===== src/rtl/instr_queue_decode.sv =====
// Instruction queue with full decode of the head entry.
// DEPTH-entry FIFO of {pc, word}, valid/ready on both sides, no bypass.
module instr_queue_decode #(
  parameter int unsigned DEPTH = 2,
  parameter int unsigned PC_W  = 32
) (
  input  logic                     clk,
  input  logic                     rst_n,
  input  logic                     flush,
  input  logic                     in_valid,
  output logic                     in_ready,
  input  logic [31:0]              read_data,
  input  logic [PC_W-1:0]          in_pc,
  output logic                     out_valid,
  input  logic                     out_ready,
  output logic [PC_W-1:0]          out_pc,
  output logic [31:0]              instr,
  output logic [6:0]               opcode,
  output logic [4:0]               rd,
  output logic [2:0]               func3,
  output logic [4:0]               rs1,
  output logic [4:0]               rs2,
  output logic [6:0]               func7,
  output logic [31:0]              imm,
  output logic [$clog2(DEPTH):0]   count
);

  localparam int unsigned AW = $clog2(DEPTH);
  localparam int unsigned CW = AW + 1;
  localparam logic [CW-1:0] FULL = CW'(DEPTH);

  localparam logic [6:0] OP_LOAD   = 7'b0000011;
  localparam logic [6:0] OP_IMM    = 7'b0010011;
  localparam logic [6:0] OP_JALR   = 7'b1100111;
  localparam logic [6:0] OP_SYSTEM = 7'b1110011;
  localparam logic [6:0] OP_STORE  = 7'b0100011;
  localparam logic [6:0] OP_BRANCH = 7'b1100011;
  localparam logic [6:0] OP_LUI    = 7'b0110111;
  localparam logic [6:0] OP_AUIPC  = 7'b0010111;
  localparam logic [6:0] OP_JAL    = 7'b1101111;

  typedef struct packed {
    logic [PC_W-1:0] pc;
    logic [31:0]     word;
  } entry_t;

  entry_t        mem_q [DEPTH];
  entry_t        head;
  logic [AW-1:0] wr_ptr_q, wr_ptr_d;
  logic [AW-1:0] rd_ptr_q, rd_ptr_d;
  logic [CW-1:0] count_q, count_d;
  logic          push;
  logic          pop;
  logic          sgn;

  assign in_ready  = (count_q != FULL);
  assign out_valid = (count_q != '0);
  assign push      = in_valid & in_ready;
  assign pop       = out_valid & out_ready;
  assign count     = count_q;

  // flush drops everything; otherwise pointers and count follow push/pop
  always_comb begin
    wr_ptr_d = wr_ptr_q;
    rd_ptr_d = rd_ptr_q;
    count_d  = count_q;
    if (flush) begin
      count_d  = '0;
      rd_ptr_d = wr_ptr_q;
    end else begin
      if (push) wr_ptr_d = wr_ptr_q + 1'b1;
      if (pop)  rd_ptr_d = rd_ptr_q + 1'b1;
      unique case ({push, pop})
        2'b10:   count_d = count_q + 1'b1;
        2'b01:   count_d = count_q - 1'b1;
        default: count_d = count_q;
      endcase
    end
  end

  // pointer and occupancy registers, synchronous reset
  always_ff @(posedge clk) begin
    if (!rst_n) begin
      wr_ptr_q <= '0;
      rd_ptr_q <= '0;
      count_q  <= '0;
    end else begin
      wr_ptr_q <= wr_ptr_d;
      rd_ptr_q <= rd_ptr_d;
      count_q  <= count_d;
    end
  end

  // entry storage, written on an accepted push only
  always_ff @(posedge clk) begin
    if (rst_n && !flush && push) begin
      mem_q[wr_ptr_q] <= '{pc: in_pc, word: read_data};
    end
  end

  assign head   = mem_q[rd_ptr_q];
  assign out_pc = head.pc;
  assign instr  = head.word;
  assign opcode = instr[6:0];
  assign rd     = instr[11:7];
  assign func3  = instr[14:12];
  assign rs1    = instr[19:15];
  assign rs2    = instr[24:20];
  assign func7  = instr[31:25];
  assign sgn    = instr[31];

  // immediate selected by instruction format
  always_comb begin
    imm = '0;
    unique case (opcode)
      OP_LOAD, OP_IMM, OP_JALR, OP_SYSTEM:
        imm = {{20{sgn}}, instr[31:20]};
      OP_STORE:
        imm = {{20{sgn}}, instr[31:25], instr[11:7]};
      OP_BRANCH:
        imm = {{20{sgn}}, instr[7], instr[30:25],
               instr[11:8], 1'b0};
      OP_LUI, OP_AUIPC:
        imm = {instr[31:12], 12'b0};
      OP_JAL:
        imm = {{12{sgn}}, instr[19:12], instr[20],
               instr[30:21], 1'b0};
      default:
        imm = '0;
    endcase
  end

endmodule


===== config.mk =====
export PLATFORM = sky130hd
export DESIGN_NAME = instr_queue_decode
export DESIGN_NICKNAME = d
export VERILOG_FILES = /design/src/rtl/instr_queue_decode.sv
export SDC_FILE = /design/constraint.sdc
export NUM_CORES = 1
export LEC_CHECK = 0
export BUFFER_PORTS_ARGS = -buffer_cell sky130_fd_sc_hd__buf_2
export CORE_MARGIN = 5
export CORE_UTILIZATION = 24
export CTS_BUF_LIST = sky130_fd_sc_hd__clkbuf_2 sky130_fd_sc_hd__clkbuf_4 sky130_fd_sc_hd__clkbuf_8
export DETAILED_ROUTE_END_ITERATION = 16
export GPL_TIMING_DRIVEN = 0
export PLACE_DENSITY = 0.51
export SLEW_MARGIN = 20
export SYNTH_ARGS = -nofsm -noshare
export SYNTH_HDL_FRONTEND = slang
export SYNTH_SLANG_ARGS = --single-unit

===== constraint.sdc =====
create_clock -name clk -period 7.6 [get_ports clk]
set_clock_uncertainty 0.15 [all_clocks]
set_input_delay 2.28 -clock clk [delete_from_list [all_inputs] [get_ports clk]]
set_output_delay 2.28 -clock clk [all_outputs]
set_load 0.01 [all_outputs]

* Word level (Yosys, flattened, before mapping)
Memory sizes are Yosys's and may differ from the RTL's. A register that Yosys moved wholly into a read port is not among the register bits.
Index checks and enable logic that the tools add are counted.
Widths: inputs -> output; s select.
** Storage, ports and cells
- Register bits after elaboration :: 4
- RAM bits :: 128
- Input bits :: 69
- Output and inout port bits :: 132
- Logic and storage cells :: 42
- Memories kept :: 1
** Operators by class
- Add/subtract/negate cells :: 4
- Eq/ne operators :: 12
- Multiplexer cells :: 8
- Bitwise gates (word level) :: 4
- Reductions and logical operators :: 10
** Memories
- mem_q :: depth 2, width 64, read ports 1, clocked after Yosys merged registers in 1, wr ports 1, line 47 : entry_t mem_q [DEPTH];
** Operator list (count)
- $pmux 32 s5 :: 1
- $eq 7x7->1 const B :: 4
- $eq 7x5->1 const B :: 2
- $eq 7x6->1 const B :: 2
- $eq 7x2->1 const B :: 1
- $mux 1 :: 6
- $reduce_bool 2->1 :: 3
- $pmux 2 s2 :: 1
- $reduce_or 2->1 :: 2
- $reduce_or 4->1 :: 1
- $add 1x1->1 const B :: 2
- $add 2x1->2 const B :: 1
- $and 1x1->1 :: 2
- $eq 2x1->1 const B :: 1
- $eq 2x2->1 const B :: 1
- $logic_and 1x1->1 :: 2
- $ne 2x2->1 const B :: 1
- $not 1->1 :: 2
- $reduce_and 2->1 :: 1
- $sub 2x1->2 const B :: 1
- $logic_not 1->1 :: 1

* Depth between registers and ports, before layout
- Word-level depth :: 6
- Mapped depth :: 8
- Gate-level depth less buffers :: 6

* Worst setup path before layout
OpenSTA, ideal clock, no wires.
- Kind :: input port to flip-flop
- Start :: in flush
- End :: mem mem_q[0][0] in the netlist's numbering (enable)
- Arrival time :: 6809 ps
- Data required time :: 6885 ps
- Slack :: 77 ps
- Stages on the path :: 2
- Buffers on the path :: 0
- Path through :: nand2b_1 -> nor3_1
** Between the ends
- Cells in the longest elaborated chain, start to end :: 5
** Ends and longest elaborated chain
- start: declaration :: line 9 : input logic flush,
- $logic_not 1->1 :: line 96 : if (rst_n && !flush && push) begin
- $logic_and 1x1->1 (2 in a row) :: line 96
- $mux 1 :: line 96
- $mux 1 (not written as such) :: line 97 : mem_q[wr_ptr_q] <= '{pc: in_pc, word: read_data};
- end: declaration :: line 47
No other way between the ends.

==> metrics.md <==
| Metric | Value |
|---|---|
| Final Hold Fails | `0` |
| R2R depth | `5` |
| Register bit total from synthesis | `~130` |
| Mean Syn Cell Area | `roughly 16 um^2` |
| Post-Synth Simple-Gate Area | `4.32%` |
| Status | `completed` |
| Synthesis-to-layout area growth | `34.6%` |
| Setup crit end kind | `primary output` |
| Via-per-instance ratio | `between 4 and 5` |
| Inst Count DP | `around 890` |
| Placement Rows | `between 50 and 60` |
| Nets | `657` |
| CP required | `5170 ps` |
| Crit Reg-Reg Endpoint | `mem_q[1][21]$_DFFE_PP_` |
| Core area | `23300 um^2` |
| Hold path endpoint | `wr_ptr_q$_SDFFE_PN0P_` |
| Worst Min Path Start | `wr_ptr_q$_SDFFE_PN0P_` |
| Leak pwr | `3.08 nW` |
| Inserted Diodes | `0` |
| Critical path startpoint category | `register` |
| Vias in the first global route | `3943` |
| Fraction of synthesized area in multiplexers | `12.7%` |
| Post-Place Setup Slack | `around 2900 ps` |
| Initial antenna violation count | `3` |
| Tcrit/Tclk final | `65.9%` |
| Layout Cells excl Fill | `919` |
| CP max FO | `10` |
| Worst r2r src | `count[0]$_SDFFE_PP0P_` |
| Adder-cell share of the synthesized area | `0.223%` |
| Post-CTS Setup Inserts | `0` |
| Max Transition Viols Final | `0` |
| Pre-antenna DRT Iters | `4` |
| Largest net degree at the start of global routing | `17` |
| Synth warn | `0` |
| Most common cell after layout, fill and taps aside | `buf_2` |
| IO Count | `about 200` |
| Max Cap Viol | `0` |
| Worst R2R Setup Slack | `about 5000 ps` |
| Syn nets | `424` |
| Initial DRC count | `112` |
| First-pass GRT wire length | `21900 um` |
| Multi-input logic area | `~1300 um^2` |
| Detail Route Antenna Nets | `0` |
| CP Class | `reg2out` |
| Total grt overflow | `0` |
| Worst relative slew slack | `39.0%` |
| Port bufs | `200` |
| Die area | `26600 um^2` |
| Worst min path class | `reg2reg` |
| Cts repair resizes | `0` |
| Largest family of logic cells by synthesized area | `multiplexers` |
| Crit-path cells | `buf_4 -> buf_4 -> buf_2 -> buf_2 -> mux2i_1 -> inv_1 -> buf_4 -> buf_2` |
| Syn Inst Count | `354` |
| CTS Buffer Depth | `2` |
| Post-synthesis cell area | `5620 um^2` |
| Seq/Total Area, Yosys | `70.2%` |
| Tmin final | `5010 ps` |
| CTS tree | `yes` |
| Residual DRC | `0` |
| Chip Width | `around 160 um` |
| Worst-path clk slew | `80 ps` |
| Critical Path Max Stage Delay | `about 360 ps` |
| Clk root buf | `clkbuf_8` |
| Hold Path Cell Cnt | `2` |
| Worst VDD drop | `102 uV` |
| Achievable Freq | `200 MHz` |
| Vias post-DR | `between 3k and 4k` |
| Setup violations, final | `0` |
| RSZ-0062 raised after global routing | `false` |
| Hold_buf cts | `0` |
| Post-DP Area | `7150 um^2` |
| Register area | `3940 um^2` |
| Final GP Congestion | `roughly 0.73` |
| Synth Area in XOR/XNOR | `less than 1%` |
| Ys async rst share | `0%` |
| CP max-delay cell | `mux2i_1` |
| Leading area contributor after synthesis | `edfxtp_1` |
| Top-area cell type share of the netlist area | `68.4%` |
| Synth Area in Compound Gates | `5.57%` |
| Clk_lat worst skew | `~430 ps` |
| Clock H-tree levels | `4` |
| Crit path DAT | `2580 ps` |
| Die H | `about 160 um` |
| CTS Sinks | `133` |
| Tot GR Track Use | `10.8%` |
| EDFF count, synth | `128` |
| Worst Slack Setup Final | `2590 ps` |
| Per-cell routed wire length | `15.8 um` |
| Synth area leaders | `edfxtp_1, mux2_2, buf_4` |
| Actual slew at the worst max-slew pin | `911 ps` |
| Power Dens Cells | `around 210 nW/um^2` |
| Most frequent cells in the layout | `buf_2, edfxtp_1, mux2_2, buf_4` |
| Main synth FF type | `edfxtp_1` |
| Final WL | `~15000 um` |
| Filler Cells Inserted | `2378` |
| Synth cell types | `around 40` |
| Starting Density | `about 24%` |
| CTS buffer count | `17` |
| Hpwl dp | `11300 um` |
| Hold Worst Slack | `394 ps` |
| Layout cells sized above 1 | `about 60%` |
| Finished Cell Area | `approximately 7600 um^2` |
-- cells by family after synthesis --
| family | count (synthesis) |
|---|---|
| adders and majority gates | 1 |
| AOI/OAI and AO/OA | 46 |
| buffers and inverters | 61 |
| DFF | 133 |
| and+or+nand+nor | 47 |
| muxes | 63 |
| xor gates and xnor gates | 3 |
-- critical path, delay by kind of cell, from the launching register on --
family / cells / cell delay, ps
muxes: 1 / 360
buffers and inverters: 7 / 1470
DFF: 1 / 320
-- layout make-up --
cell class / instances / share of cell area, %
Tap cell: 319 / 5.28
Clock buffer: 17 / 3.09
Timing Repair Buffer: 214 / 14.8
Inverter: 18 / 0.893
Buffer: 43 / 3.97
Clock inverter: 15 / 2.38
Sequential cell: 133 / 52.2
Multi-Input combinational cell: 160 / 17.4
-- report_power, final --
| group | leakage [nW] | total [mW] | internal, mW | switching (mW) |
|---|---|---|---|---|
| Sequential | 1.20 | 0.825 | 0.820 | 0.00469 |
| Clock | 0.202 | 0.614 | 0.326 | 0.287 |
| Combinational | 1.67 | 0.175 | 0.0814 | 0.0939 |
-- registers in the layout, summed over array words and instances, names as in the netlist, named ones only --
name and flops:
count 2, wr_ptr_q 1, mem_q 128, rd_ptr_q 1
-- synth_stat cells, types with 2 or more instances --
cell type,number
edfxtp_1,128
mux2_2,48
buf_4,34
inv_1,17
nor2_1,13
mux2i_1,12
nand2_1,11
o21ai_1,11
buf_2,9
o211ai_1,8
a21oi_1,6
o21ai_0,6
dfxtp_1,5
nor3_1,5
a211oi_1,4
o2bb2ai_1,4
or3_1,4
and3_1,2
and3b_1,2
nand2b_1,2
nor2b_1,2
xor2_1,2
-- worst max-delay path by stage --
stage,from,endpoint,slack (ps)
6_report,register,rs2[3],2590
5_1_grt,register,imm[3],2330
4_1_cts,register,imm[3],2430
3_5_place_dp,register,imm[3],2940
3_3_place_gp,flush,mem_q[1][33]$_DFFE_PP_,-3130
2_1_floorplan,flush,mem_q[0][0]$_DFFE_PP_,80
-- layer usage --
layer / global-route usage, % / up-vias / routed length, um
li1: - / 1768 / -
met1: 12.7 / 1796 / 6040
met2: 18.3 / 149 / 7090
met3: 4.35 / 14 / 1210
met4: 2.90 / 6 / 136
met5: 0 / - / 34
-- stage by stage --
stage          power (mW)  utilization (%)  setup TNS (ps)
4_1_cts              1.65             32.5               0
3_3_place_gp         1.02             30.2         -398980
3_5_place_dp         1.02             30.7               0
2_1_floorplan       0.941                -               0
5_1_grt              1.69             32.5               0
6_report             1.61             32.5               0
(Power assumes the default switching activity.)
